===== src/rtl/vga_pkg.sv =====
// Shared raster constants for the default 640x480@60 timing and the coordinate type
// used by the timing generator and every pixel-colour block.
package vga_pkg;

  localparam int H_ACTIVE_DEF = 640;
  localparam int H_FP_DEF     = 16;
  localparam int H_SYNC_DEF   = 96;
  localparam int H_BP_DEF     = 48;
  localparam int V_ACTIVE_DEF = 480;
  localparam int V_FP_DEF     = 10;
  localparam int V_SYNC_DEF   = 2;
  localparam int V_BP_DEF     = 33;

  localparam int H_TOTAL  = H_ACTIVE_DEF + H_FP_DEF + H_SYNC_DEF + H_BP_DEF;
  localparam int V_TOTAL  = V_ACTIVE_DEF + V_FP_DEF + V_SYNC_DEF + V_BP_DEF;
  localparam int HS_START = H_ACTIVE_DEF + H_FP_DEF;
  localparam int HS_END   = HS_START + H_SYNC_DEF;
  localparam int VS_START = V_ACTIVE_DEF + V_FP_DEF;
  localparam int VS_END   = VS_START + V_SYNC_DEF;

  typedef logic [9:0] coord_t;

endpackage


===== src/rtl/vga_timing_gen_if.sv =====
// Raster bundle from the timing generator to the colour blocks; all members are
// registered (or strobes gated by the registered pixel enable) in the producer.
interface vga_timing_gen_if;
  import vga_pkg::*;

  logic        pix_ce;
  coord_t      DrawX;
  coord_t      DrawY;
  logic        hsync;
  logic        vsync;
  logic        active;
  logic        line_start;
  logic        frame_start;
  logic [15:0] frame_cnt;

  modport master (
    output pix_ce, DrawX, DrawY, hsync, vsync, active, line_start, frame_start, frame_cnt
  );

  modport slave (
    input pix_ce, DrawX, DrawY, hsync, vsync, active, line_start, frame_start, frame_cnt
  );

endinterface


===== src/rtl/vga_pix_ce.sv =====
// Pixel clock-enable divider: one-clk pulse every PIX_DIV board clocks, the first
// one PIX_DIV clocks after reset is released.
module vga_pix_ce #(
  parameter int PIX_DIV = 4
) (
  input  logic clk,
  input  logic reset,
  output logic pix_ce
);

  localparam int DW = (PIX_DIV > 1) ? $clog2(PIX_DIV) : 1;
  localparam logic [DW-1:0] DIV_LAST = DW'(PIX_DIV - 1);

  generate
    if (PIX_DIV < 1) begin : g_bad_div
      $error("vga_pix_ce: PIX_DIV must be >= 1");
    end
  endgenerate

  logic [DW-1:0] div;

  // NOTE: sequential state uses <= so every register samples pre-edge values.
  always_ff @(posedge clk) begin
    if (reset) begin
      div    <= '0;
      pix_ce <= 1'b0;
    end else begin
      pix_ce <= (div == DIV_LAST);
      div    <= (div == DIV_LAST) ? '0 : div + 1'b1;
    end
  end

endmodule


===== src/rtl/vga_timing_gen.sv =====
// Raster timing generator: h/v counters advanced by the pixel enable, with sync and
// active flags registered from next-state counters so they always match DrawX/DrawY.
module vga_timing_gen
  import vga_pkg::*;
#(
  parameter int PIX_DIV  = 4,
  parameter int H_ACTIVE = H_ACTIVE_DEF,
  parameter int H_FP     = H_FP_DEF,
  parameter int H_SYNC   = H_SYNC_DEF,
  parameter int H_BP     = H_BP_DEF,
  parameter int V_ACTIVE = V_ACTIVE_DEF,
  parameter int V_FP     = V_FP_DEF,
  parameter int V_SYNC   = V_SYNC_DEF,
  parameter int V_BP     = V_BP_DEF,
  parameter bit SYNC_POL = 1'b0
) (
  input  logic             clk,
  input  logic             reset,
  vga_timing_gen_if.master vga
);

  localparam coord_t X_LAST     = coord_t'(H_ACTIVE + H_FP + H_SYNC + H_BP - 1);
  localparam coord_t Y_LAST     = coord_t'(V_ACTIVE + V_FP + V_SYNC + V_BP - 1);
  localparam coord_t X_ACTIVE   = coord_t'(H_ACTIVE);
  localparam coord_t Y_ACTIVE   = coord_t'(V_ACTIVE);
  localparam coord_t X_HS_START = coord_t'(H_ACTIVE + H_FP);
  localparam coord_t X_HS_END   = coord_t'(H_ACTIVE + H_FP + H_SYNC);
  localparam coord_t Y_VS_START = coord_t'(V_ACTIVE + V_FP);
  localparam coord_t Y_VS_END   = coord_t'(V_ACTIVE + V_FP + V_SYNC);

  logic        pix_ce;
  coord_t      draw_x, draw_y;
  coord_t      x_next, y_next;
  logic        frame_wrap;
  logic        hsync_q, vsync_q, active_q;
  logic        x_zero_q, xy_zero_q;
  logic [15:0] frame_cnt_q;

  vga_pix_ce #(.PIX_DIV(PIX_DIV)) u_pix_ce (
    .clk    (clk),
    .reset  (reset),
    .pix_ce (pix_ce)
  );

  // NOTE: every variable written here gets a default first, so no latch can be inferred.
  always_comb begin
    x_next     = draw_x;
    y_next     = draw_y;
    frame_wrap = 1'b0;
    if (pix_ce) begin
      if (draw_x == X_LAST) begin
        x_next = '0;
        if (draw_y == Y_LAST) begin
          y_next     = '0;
          frame_wrap = 1'b1;
        end else begin
          y_next = draw_y + 1'b1;
        end
      end else begin
        x_next = draw_x + 1'b1;
      end
    end
  end

  // Flags are computed from the next-state counters so they land on the same edge.
  always_ff @(posedge clk) begin
    if (reset) begin
      draw_x      <= '0;
      draw_y      <= '0;
      hsync_q     <= ~SYNC_POL;
      vsync_q     <= ~SYNC_POL;
      active_q    <= 1'b1;
      x_zero_q    <= 1'b1;
      xy_zero_q   <= 1'b1;
      frame_cnt_q <= '0;
    end else begin
      draw_x    <= x_next;
      draw_y    <= y_next;
      hsync_q   <= ((x_next >= X_HS_START) && (x_next < X_HS_END)) ? SYNC_POL : ~SYNC_POL;
      vsync_q   <= ((y_next >= Y_VS_START) && (y_next < Y_VS_END)) ? SYNC_POL : ~SYNC_POL;
      active_q  <= (x_next < X_ACTIVE) && (y_next < Y_ACTIVE);
      x_zero_q  <= (x_next == '0);
      xy_zero_q <= (x_next == '0) && (y_next == '0);
      if (frame_wrap) begin
        frame_cnt_q <= frame_cnt_q + 16'd1;
      end
    end
  end

  // Strobes are gated by pix_ce so they are exactly one clk wide.
  assign vga.pix_ce      = pix_ce;
  assign vga.DrawX       = draw_x;
  assign vga.DrawY       = draw_y;
  assign vga.hsync       = hsync_q;
  assign vga.vsync       = vsync_q;
  assign vga.active      = active_q;
  assign vga.line_start  = pix_ce & x_zero_q;
  assign vga.frame_start = pix_ce & xy_zero_q;
  assign vga.frame_cnt   = frame_cnt_q;

endmodule

===== src/flat_wrapper.sv =====
// flat-port wrapper written by rule: the top's interface ports become plain ports
module vga_timing_gen_flat import vga_pkg::*;
#(
  parameter int PIX_DIV  = 4,
  parameter int H_ACTIVE = H_ACTIVE_DEF,
  parameter int H_FP     = H_FP_DEF,
  parameter int H_SYNC   = H_SYNC_DEF,
  parameter int H_BP     = H_BP_DEF,
  parameter int V_ACTIVE = V_ACTIVE_DEF,
  parameter int V_FP     = V_FP_DEF,
  parameter int V_SYNC   = V_SYNC_DEF,
  parameter int V_BP     = V_BP_DEF,
  parameter bit SYNC_POL = 1'b0
)
  (clk, reset, vga_pix_ce, vga_DrawX, vga_DrawY, vga_hsync, vga_vsync, vga_active, vga_line_start, vga_frame_start, vga_frame_cnt);
  vga_timing_gen_if vga_i ();
  input  logic clk;
  input  logic reset;
  output wire logic [$bits(vga_i.pix_ce)-1:0] vga_pix_ce;
  output wire logic [$bits(vga_i.DrawX)-1:0] vga_DrawX;
  output wire logic [$bits(vga_i.DrawY)-1:0] vga_DrawY;
  output wire logic [$bits(vga_i.hsync)-1:0] vga_hsync;
  output wire logic [$bits(vga_i.vsync)-1:0] vga_vsync;
  output wire logic [$bits(vga_i.active)-1:0] vga_active;
  output wire logic [$bits(vga_i.line_start)-1:0] vga_line_start;
  output wire logic [$bits(vga_i.frame_start)-1:0] vga_frame_start;
  output wire logic [$bits(vga_i.frame_cnt)-1:0] vga_frame_cnt;
  assign vga_pix_ce = vga_i.pix_ce;
  assign vga_DrawX = vga_i.DrawX;
  assign vga_DrawY = vga_i.DrawY;
  assign vga_hsync = vga_i.hsync;
  assign vga_vsync = vga_i.vsync;
  assign vga_active = vga_i.active;
  assign vga_line_start = vga_i.line_start;
  assign vga_frame_start = vga_i.frame_start;
  assign vga_frame_cnt = vga_i.frame_cnt;
  vga_timing_gen #(.PIX_DIV(PIX_DIV), .H_ACTIVE(H_ACTIVE), .H_FP(H_FP), .H_SYNC(H_SYNC), .H_BP(H_BP), .V_ACTIVE(V_ACTIVE), .V_FP(V_FP), .V_SYNC(V_SYNC), .V_BP(V_BP), .SYNC_POL(SYNC_POL)) u_core (.clk(clk), .reset(reset), .vga(vga_i));
endmodule

===== config.mk =====
export PLATFORM = sky130hd
export DESIGN_NAME = vga_timing_gen_flat
export DESIGN_NICKNAME = d
export VERILOG_FILES = /design/src/rtl/vga_pkg.sv /design/src/rtl/vga_timing_gen_if.sv /design/src/rtl/vga_pix_ce.sv /design/src/rtl/vga_timing_gen.sv /design/src/flat_wrapper.sv
export SDC_FILE = /design/constraint.sdc
export NUM_CORES = 1
export LEC_CHECK = 0
export ABC_AREA = 1
export BUFFER_PORTS_ARGS = -buffer_cell sky130_fd_sc_hd__buf_2
export CAP_MARGIN = 0
export CORE_MARGIN = 3
export CORE_UTILIZATION = 45
export DETAILED_ROUTE_END_ITERATION = 6
export PLACE_DENSITY = 0.69
export SLEW_MARGIN = 25
export SYNTH_ARGS = -nofsm -noshare
export SYNTH_HDL_FRONTEND = slang
export SYNTH_HIERARCHICAL = 1
export SYNTH_SLANG_ARGS = --single-unit

===== constraint.sdc =====
create_clock -name clk -period 1.8 [get_ports clk]
set_clock_uncertainty 0.15 [all_clocks]
set_input_delay 0.45 -clock clk [delete_from_list [all_inputs] [get_ports clk]]
set_output_delay 0.45 -clock clk [all_outputs]
set_load 0.03 [all_outputs]

==> impl_metrics.tcl, run 1 <==
set metrics [dict create \
    grt_max_degree 18 \
    layout_commonest_cell "nand2_1" \
    fmax_ghz 0.535 \
    p_comb_share_pct 4.9 \
    synth-seq-cells 44 \
    crit_path_max_incr_delay_ps 370 \
    total_power_mw 1.68 \
    reg2reg_to "u_core/xy_zero_q$_SDFF_PP1_" \
    finish.utilization_pct 65.9 \
    power_density_mw_per_mm2 479 \
    port_buffers 43 \
    synth_top_family_by_area "simple AND/OR/NAND/NOR gates" \
    start_util_pct 48.2 \
    synth-compound-area-share_pct 6.95 \
    cts_sinks 44 \
    grt_pass1_wl_mm 11.1 \
    tightest_slew_ps 248 \
    ctsRootBufferMaster "clkbuf_8" \
    period_needed_ps 1870 \
    ir_drop_uv 355 \
    path_max_fanout 8 \
    leakagePower_nw 1.87 \
    min_to "u_core/u_pix_ce/div[0]$_SDFF_PP0_" \
    min_path_cells 1 \
    cts_buffer_depth 2 \
    synth_fa_ha_area_share_pct 2.45 \
    crit_required_ps 1880 \
    syn_nets 386 \
    via_per_inst 4.88 \
    hold_path.class "flop to flop" \
    routed.top_layer "met4" \
    cts_tree "done" \
    status "finished with violations" \
    sw_frac_of_total_pct 23.5 \
    antenna_cells 0 \
    rows 26 \
    synth_cell_types 34 \
    areaGrowthSynthToFinish_pct 36.7 \
    hpwlAfterDp_mm 5.15 \
    clkPwrFrac_pct 36.4 \
    die_h_um 81.4 \
    worstSetupPathType "flop to flop" \
    drt_iter0_drc 192 \
    ys_warn_count 6 \
    crit_chain "ha_4 > nand2_4 > nor2_8 > inv_4 > nor2_8 > buf_4 > o21ai_2 > a21oi_1 > nand3_1 > o21bai_2" \
    ff2ff_setup_slack_ps -70 \
    ys_seq_area_share_pct 34.4 \
    violations "setup timing" \
    routabilityCongestion 0.957 \
    grt_setup_unrepaired "yes" \
    cpMostUsedCell "nor2_8" \
    reg2reg_depth 10 \
    final_cell_mix "86 x nand2_1, 58 x buf_4, 54 x nor2_1, 50 x inv_1, 41 x buf_2" \
    setup_viol 6 \
    wire_per_inst_um 12.3 \
    antenna_found_initial 0 \
    dp.cells 531 \
    numCtsBuffers 5 \
    fin_ws_ps -70.6 \
    die_w_um 81.4 \
    critPathArrivalTime_ps 1950 \
    synth_mux_area_share_pct 0.440 \
    io_pins 44 \
    cp-end-kind "flop" \
    internal_power_mw 1.28 \
    path_clk_slew_ps 90 \
    synth_area_mm2 0.00256 \
    placeableCoreArea_mm2 0.00530 \
    synthCells 379 \
    max_slew_margin_pct 83.3 \
    clock_latency_ps 290 \
    hold_viol 0 \
    met3_length_um 322 \
    r2r-start "u_core/vga.DrawX[0]$_SDFF_PP0_" \
    met1_length_mm 3.16 \
    startpoint_type "flop" \
    dr.pass1.iters 5 \
    syn_area_per_cell_um2 6.75 \
    hold_buffers 0 \
    period_share_pct 104 \
    power_frac_seq_pct 58.7 \
    yosys.area_share.xor_xnor_pct 2.05 \
    num_vias 2689 \
    maxSlewViolCount 0 \
    dieArea_mm2 0.00662 \
    cap_violations 0 \
    holdCritStartpoint "u_core/u_pix_ce/div[0]$_SDFF_PP0_" \
    num-nets-final 487 \
    gr-total-overflow 0 \
    drive_above_1_share_pct 36.0 \
    wl_met2_mm 3.21 \
    final_antenna_net_count 0 \
    track_usage_pct 21.3 \
    drc_errors 0 \
    h-tree-depth 2 \
    synth-simple-area-share_pct 43.7 \
    grt_pass1_vias 2422 \
    power.switching_mw 0.393 \
    fin_setup_tns_ps -244 \
    worst_hold_slack_ps 274 \
    fin_cells 551 \
    routed_wl_mm 6.78 \
    critPathSlowestCell "dfxtp_4" \
]
-- registers in the layout, indices dropped and copies added, names as in the netlist --
signal / count
u_core/vga.vsync: 1
u_core/u_pix_ce/div: 2
u_core/x_zero_q: 1
u_core/vga.DrawX: 10
u_core/u_pix_ce/pix_ce: 1
u_core/vga.hsync: 1
u_core/vga.frame_cnt: 16
u_core/vga.DrawY: 10
u_core/vga.active: 1
u_core/xy_zero_q: 1
-- stage by stage --
stage,setup slack [ps],instance area [um2]
floorplan,-4.35,2590
global placement,-81.8,3200
detailed placement,-108,3200
CTS,-16.6,3340
global route,-196,3500
finish,-70.6,3500
-- cells by family after synthesis --
group / count (synthesis)
and+or+nand+nor: 226
buffers and inverters: 65
AOI/OAI and AO/OA: 32
muxes: 1
adders and majority gates: 5
xor gates and xnor gates: 6
DFF: 44
-- cells in the mapped netlist --
master    number  area, um2
nand4_1       13       81.3
inv_4          1       6.26
nor2_4         4       45.0
o211a_1        1       10.0
buf_2          5       25.0
nand2_2        5       31.3
xnor2_1        2       17.5
nand3b_1       1       7.51
nor3_4         2       32.5
nor2_8         2       40.0
ha_1           5       62.6
clkbuf_1       2       7.51
nor3_2         1       10.0
xor2_1         4       35.0
nor3_1         6       30.0
nand2_1       90        338
o21bai_1       1       7.51
nor2_1        60        225
nand3_1       33        165
nand3b_4       1       20.0
mux2_2         1       11.3
nand2_4        1       11.3
inv_1         53        199
clkinv_2       1       5.00
nor2_2         3       18.8
nand4_4        1       21.3
o21bai_2       1       11.3
nor4_1         1       6.26
inv_2          3       11.3
a21oi_1       12       60.1
o21ai_0       16       80.1
o21ai_2        1       8.76
dfxtp_1       44        881
nand3_4        2       35.0
-- routing by layer --
layer,vias to the layer above,track usage [%]
li1,1403,-
met1,1202,29.2
met2,75,35.3
met3,9,3.33
met4,0,4.56
met5,-,0
-- worst max-delay path, delay by kind of cell (launching register included) --
family	cells	cell delay, ps
compound gates	3	390
buf+inv	2	220
fa+ha+maj	1	140
flops	1	370
simple gates	4	540
-- timing repair --
item,in CTS,in global routing
cloned,0,0
hold endpoints to repair,0,0
gates resized for setup,14,27
setup endpoints to repair,14,22
buffers inserted,2,10
pin swaps,3,9
-- final cells by class --
cell class | count | area (um2)
flip-flops and latches | 44 | 906
multi-input cells | 270 | 1520
inverters | 58 | 228
fillers | 461 | 1810
well taps | 70 | 87.6
repair buffers | 101 | 672
clock buffers | 6 | 72.6
clock inverters | 2 | 12.5
-- power by group through the flow --
stage               logic [mW]  clock network [mW]  registers (mW)
finish                  0.0821               0.610           0.983
global route            0.0925               0.673           0.985
CTS                     0.0723               0.641           0.985
detailed placement      0.0684                   0            1.01
global placement        0.0665                   0            1.01
floorplan               0.0434                   0            1.01
-- how the worst max path moves through the flow --
stage,startpoint,cells past startpoint,to,slack [ps]
after detailed placement,u_core/vga.DrawX[0]$_SDFF_PP0_,12,u_core/vga.active$_SDFF_PP1_,-110
final,u_core/vga.DrawX[0]$_SDFF_PP0_,10,u_core/xy_zero_q$_SDFF_PP1_,-70
after floorplan,u_core/vga.DrawX[0]$_SDFF_PP0_,12,u_core/vga.vsync$_SDFF_PP1_,-4
after global placement,u_core/vga.DrawX[0]$_SDFF_PP0_,12,u_core/vga.active$_SDFF_PP1_,-80
after global routing,u_core/vga.DrawX[0]$_SDFF_PP0_,11,u_core/xy_zero_q$_SDFF_PP1_,-200
after CTS,u_core/vga.DrawX[0]$_SDFF_PP0_,12,u_core/vga.active$_SDFF_PP1_,-20
No activity file was read; power rests on OpenSTA's default activity.
==> run 2, diff against run 1 <==
--- a/config.mk
+++ b/config.mk
@@ -11,7 +11,7 @@
 export CORE_MARGIN = 3
 export CORE_UTILIZATION = 45
 export DETAILED_ROUTE_END_ITERATION = 6
-export PLACE_DENSITY = 0.69
+export PLACE_DENSITY = 0.66
 export SLEW_MARGIN = 25
 export SYNTH_ARGS = -nofsm -noshare
 export SYNTH_HDL_FRONTEND = slang
==> constraint.sdc (replaced) <==
create_clock -name clk -period 2.2 [get_ports clk]
set_clock_uncertainty 0.15 [all_clocks]
set_input_delay 0.55 -clock clk [delete_from_list [all_inputs] [get_ports clk]]
set_output_delay 0.55 -clock clk [all_outputs]
set_load 0.03 [all_outputs]
==> impl_metrics.tcl, run 2 (synthesis gave the netlist of run 1 again) <==
set metrics [dict create \
    status "completed" \
    finish.utilization_pct 56.0 \
    areaGrowthSynthToFinish_pct 16.1 \
    grt_setup_unrepaired "no" \
    cap_violations 0 \
    ir_drop_uv 295 \
    tightest_slew_ps 383 \
    via_per_inst 5.02 \
    hold_path.class "flop to flop" \
    grt_max_degree 26 \
    reg2reg_to "u_core/vga.vsync$_SDFF_PP1_" \
    reg2reg_depth 12 \
    dieArea_mm2 0.00662 \
    fillers 531 \
    max_slew_margin_pct 74.4 \
    numCtsBuffers 5 \
    drt_iter0_drc 190 \
    power_density_mw_per_mm2 466 \
    setup_viol 0 \
    io_pins 44 \
    worstSetupPathType "flop to flop" \
    ff2ff_setup_slack_ps 160 \
    final_cell_mix "90 x nand2_1, 59 x nor2_1, 53 x inv_1, 44 x dfxtp_1, 43 x buf_2" \
    path_max_fanout 8 \
    gr-total-overflow 0 \
    num-nets-final 435 \
    dpl_cell_area_mm2 0.00287 \
    antenna_cells 0 \
    placeableCoreArea_mm2 0.00530 \
    grt_pass1_vias 2185 \
    final_antenna_net_count 0 \
    drc_errors 0 \
    cp-end-kind "flop" \
    fin_setup_tns_ps 0 \
    path_clk_slew_ps 80 \
    crit_chain "ha_2 > nand2_2 > nor2_8 > inv_4 > nor2_8 > nand3_1 > o21ai_0 > nand2_1 > nand2_1 > nand2_1 > nor2_1 > nand4_1" \
    start_util_pct 48.2 \
    crit_path_max_incr_delay_ps 390 \
    multiInputGateArea_mm2 0.00143 \
    regArea_um2 881 \
    period_share_pct 92.7 \
    rows 26 \
    crit_required_ps 2220 \
    leakagePower_nw 1.58 \
    hold_buffers 0 \
    die_w_um 81.4 \
    startpoint_type "flop" \
    wire_per_inst_um 12.2 \
    clock_latency_ps 300 \
    cp-endpoint "u_core/vga.vsync$_SDFF_PP1_" \
    routabilityCongestion 0.883 \
    drive_above_1_share_pct 20.7 \
    cts_buffer_depth 2 \
    fmax_ghz 0.490 \
    cts_resized 0 \
    antenna_found_initial 0 \
    dr.pass1.iters 4 \
    period_needed_ps 2040 \
    h-tree-depth 2 \
    cts_tree "done" \
    track_usage_pct 19.4 \
    routed_wl_mm 6.07 \
    cpMostUsedCell "nand2_1" \
    maxSlewViolCount 0 \
    ctsRootBufferMaster "clkbuf_8" \
    r2r-start "u_core/vga.DrawX[0]$_SDFF_PP0_" \
    port_buffers 43 \
    largest_register_ffs 16 \
    cts_sinks 44 \
    grt_pass1_wl_mm 9.87 \
    critPathLaunch "u_core/vga.DrawX[0]$_SDFF_PP0_" \
    critPathSlowestCell "dfxtp_1" \
    critPathArrivalTime_ps 2060 \
    final_cell_area_mm2 0.00297 \
    num_vias 2504 \
    layout_commonest_cell "nand2_1" \
    die_h_um 81.4 \
    hold_viol 0 \
    hpwlAfterDp_mm 4.68 \
    post_cts.repair.setup_buffers 0 \
]
[run 2: how the worst min path moves through the flow]
stage | endpoint | from | cells after the start
6_report | u_core/u_pix_ce/div[0]$_SDFF_PP0_ | u_core/u_pix_ce/div[0]$_SDFF_PP0_ | 1
5_1_grt | u_core/u_pix_ce/div[0]$_SDFF_PP0_ | u_core/u_pix_ce/div[0]$_SDFF_PP0_ | 1
4_1_cts | u_core/u_pix_ce/div[0]$_SDFF_PP0_ | u_core/u_pix_ce/div[0]$_SDFF_PP0_ | 1
3_5_place_dp | u_core/u_pix_ce/div[0]$_SDFF_PP0_ | u_core/u_pix_ce/div[0]$_SDFF_PP0_ | 1
3_3_place_gp | u_core/u_pix_ce/div[0]$_SDFF_PP0_ | u_core/u_pix_ce/div[0]$_SDFF_PP0_ | 1
2_1_floorplan | u_core/u_pix_ce/div[0]$_SDFF_PP0_ | u_core/u_pix_ce/div[0]$_SDFF_PP0_ | 1
[run 2: layer usage]
| layer | GRT usage [%] | vias up | wire [um] |
|---|---|---|---|
| met2 | 31.3 | 87 | 2770 |
| met1 | 24.9 | 1106 | 2810 |
| met5 | 0 | - | 0 |
| li1 | - | 1300 | - |
| met3 | 4.55 | 11 | 371 |
| met4 | 7.77 | 0 | 116 |
[run 2: final cells by class]
| cell class | instances | share of cell area [%] |
|---|---|---|
| clock buffer | 6 | 2.78 |
| clock inverter | 2 | 0.337 |
| inverter | 58 | 7.46 |
| multi-input combinational | 270 | 48.1 |
| sequential | 44 | 29.7 |
| tap | 70 | 2.95 |
| timing repair buffer | 49 | 8.76 |
[run 2: report_power, final]
part	switching (mW)	leakage, nW	internal [mW]
logic	0.0350	1.18	0.0166
clock network	0.273	0.0510	0.251
registers	0.00463	0.355	0.803
[run 2: through the flow]
stage               setup WS, ps  instances  hold WS, ps  power (mW)
finish                       160        499          271        1.38
global route               0.105        499          290        1.45
CTS                          139        499          272        1.41
detailed placement           149        491          260       0.880
global placement             139        491          258       0.879
floorplan                    113        379          247       0.863
[run 2: critical path: cells and delay by family, from the launching register on]
kind | cells | cell delay (ps)
AOI/OAI and AO/OA | 1 | 110
DFF | 1 | 390
adders and majority gates | 1 | 220
and+or+nand+nor | 9 | 970
buffers and inverters | 1 | 70
==> run 3, diff against run 2 <==
--- a/config.mk
+++ b/config.mk
@@ -12,6 +12,7 @@
 export CORE_UTILIZATION = 45
 export DETAILED_ROUTE_END_ITERATION = 6
 export PLACE_DENSITY = 0.66
+export SETUP_SLACK_MARGIN = 0.5
 export SLEW_MARGIN = 25
 export SYNTH_ARGS = -nofsm -noshare
 export SYNTH_HDL_FRONTEND = slang
==> impl_metrics.tcl, run 3 (synthesis gave the netlist of run 1 again) <==
set metrics [dict create \
    worstSetupPathType "flop to flop" \
    num-nets-final 458 \
    clock_latency_ps 290 \
    port_buffers 43 \
    power_density_mw_per_mm2 407 \
    via_per_inst 5.15 \
    cap_violations 0 \
    rows 26 \
    fin_ws_ps 261 \
    start_util_pct 48.2 \
    grt_pass1_vias 2488 \
    antenna_found_initial 0 \
    final_antenna_net_count 0 \
    min_to "u_core/u_pix_ce/div[0]$_SDFF_PP0_" \
    max_slew_margin_pct 78.7 \
    critPathArrivalTime_ps 1960 \
    die_h_um 81.4 \
    die_w_um 81.4 \
    layout_commonest_cell "nand2_1" \
    cts_sinks 44 \
    routabilityCongestion 0.892 \
    placeableCoreArea_mm2 0.00530 \
    tightest_slew_ps 316 \
    period_needed_ps 1940 \
    hold_viol 0 \
    track_usage_pct 21.8 \
    final_cell_mix "82 x nand2_1, 51 x nor2_1, 44 x inv_1, 39 x buf_2, 22 x buf_4" \
    path_max_fanout 8 \
    maxSlewViolCount 0 \
    period_share_pct 88.2 \
    crit_required_ps 2220 \
    reg2reg_to "u_core/vga.vsync$_SDFF_PP1_" \
    largest_register_ffs 16 \
    cp-end-kind "flop" \
    numCtsBuffers 5 \
    areaGrowthSynthToFinish_pct 38.1 \
    fin_setup_tns_ps 0 \
    hold_path.class "flop to flop" \
    holdCritStartpoint "u_core/u_pix_ce/div[0]$_SDFF_PP0_" \
    leakagePower_nw 1.79 \
    drc_errors 0 \
    startpoint_type "flop" \
    ctsRootBufferMaster "clkbuf_8" \
    dr.pass1.iters 5 \
    fmax_ghz 0.516 \
    h-tree-depth 2 \
    hold_buffers 0 \
    dieArea_mm2 0.00662 \
    ff2ff_setup_slack_ps 260 \
    ir_drop_uv 351 \
    gr-total-overflow 0 \
    pre_cts_ws_ps 297 \
    num_vias 2690 \
    drt_iter0_drc 159 \
    antenna_cells 0 \
    setup_viol 0 \
    r2r-start "u_core/vga.DrawX[0]$_SDFF_PP0_" \
    fillers 485 \
    hpwlAfterDp_mm 4.68 \
    status "completed" \
    routed_wl_mm 7.03 \
    grt_setup_unrepaired "yes" \
    cts_tree "done" \
    drive_above_1_share_pct 41.2 \
    io_pins 44 \
    grt_max_degree 24 \
    reg2reg_depth 12 \
    path_clk_slew_ps 80 \
    grt_pass1_wl_mm 11.3 \
    wire_per_inst_um 13.5 \
    min_path_cells 1 \
    cts_buffer_depth 2 \
    finish.utilization_pct 66.6 \
]
## run 3: cell types whose count changed in the layout (fill, tap and decap cells not counted), sizes merged
cell,before,now
clkinv,3,2
clkbuf,6,8
clkinvlp,0,1
nand3,35,36
buf,49,69
## run 3: repair_timing
item,in CTS,in global routing
resized for setup,34,58
cloned,1,0
buffers inserted,13,12
pin swaps,13,28
setup endpoints to repair,22,37
## run 3: metal layers
layer	up-vias	track usage, %	wire length [um]
met5	-	0	0
met4	0	7.94	135
met3	12	3.33	384
met2	82	35.8	3470
met1	1247	28.7	3040
li1	1349	-	-
## run 3: how the worst max path moves through the flow
stage                                   startpoint                                     to  slack [ps]
floorplan           u_core/vga.DrawX[1]$_SDFF_PP0_  u_core/vga.frame_cnt[11]$_SDFFE_PP0P_         440
global placement    u_core/vga.DrawX[1]$_SDFF_PP0_            u_core/vga.vsync$_SDFF_PP1_         300
detailed placement  u_core/vga.DrawX[1]$_SDFF_PP0_            u_core/vga.vsync$_SDFF_PP1_         300
CTS                 u_core/vga.DrawX[0]$_SDFF_PP0_  u_core/vga.frame_cnt[11]$_SDFFE_PP0P_         350
global route        u_core/vga.DrawX[0]$_SDFF_PP0_            u_core/vga.vsync$_SDFF_PP1_         150
finish              u_core/vga.DrawX[0]$_SDFF_PP0_            u_core/vga.vsync$_SDFF_PP1_         260
## run 3: critical path, cell delays in order (launching register included)
cell and delay, ps:
dfxtp_4 370, ha_4 160, nand2_4 70, nor2_8 190, inv_4 80, nor2_8 180, nand3_2 90, o21ai_2 90
nand2_1 80, nand2_1 70, nand2_1 60, nor2_2 120, nand4_1 110
## run 3: power breakdown
part           total, mW  switching, mW  internal [mW]  leakage, nW
registers          0.799        0.00499          0.794        0.370
clock network      0.567          0.276          0.290       0.0523
logic             0.0719         0.0442         0.0277         1.37
## run 3: layout make-up
type / count / area (um2) / share of cell area, %
inverters: 58 / 235 / 6.66
well taps: 70 / 87.6 / 2.48
repair buffers: 71 / 474 / 13.4
clock buffers: 6 / 93.8 / 2.66
clock inverters: 2 / 12.5 / 0.354
flip-flops and latches: 44 / 932 / 26.4
multi-input cells: 271 / 1700 / 48.0
## run 3: stage by stage
step           power, mW  cell area, um2  hold slack [ps]  cells
3_3_place_gp       0.876            2920              256    488
4_1_cts             1.46            3260              274    510
6_report            1.44            3530              272    522
5_1_grt             1.50            3530              290    522
3_5_place_dp       0.877            2920              263    488
2_1_floorplan      0.862            2650              247    379
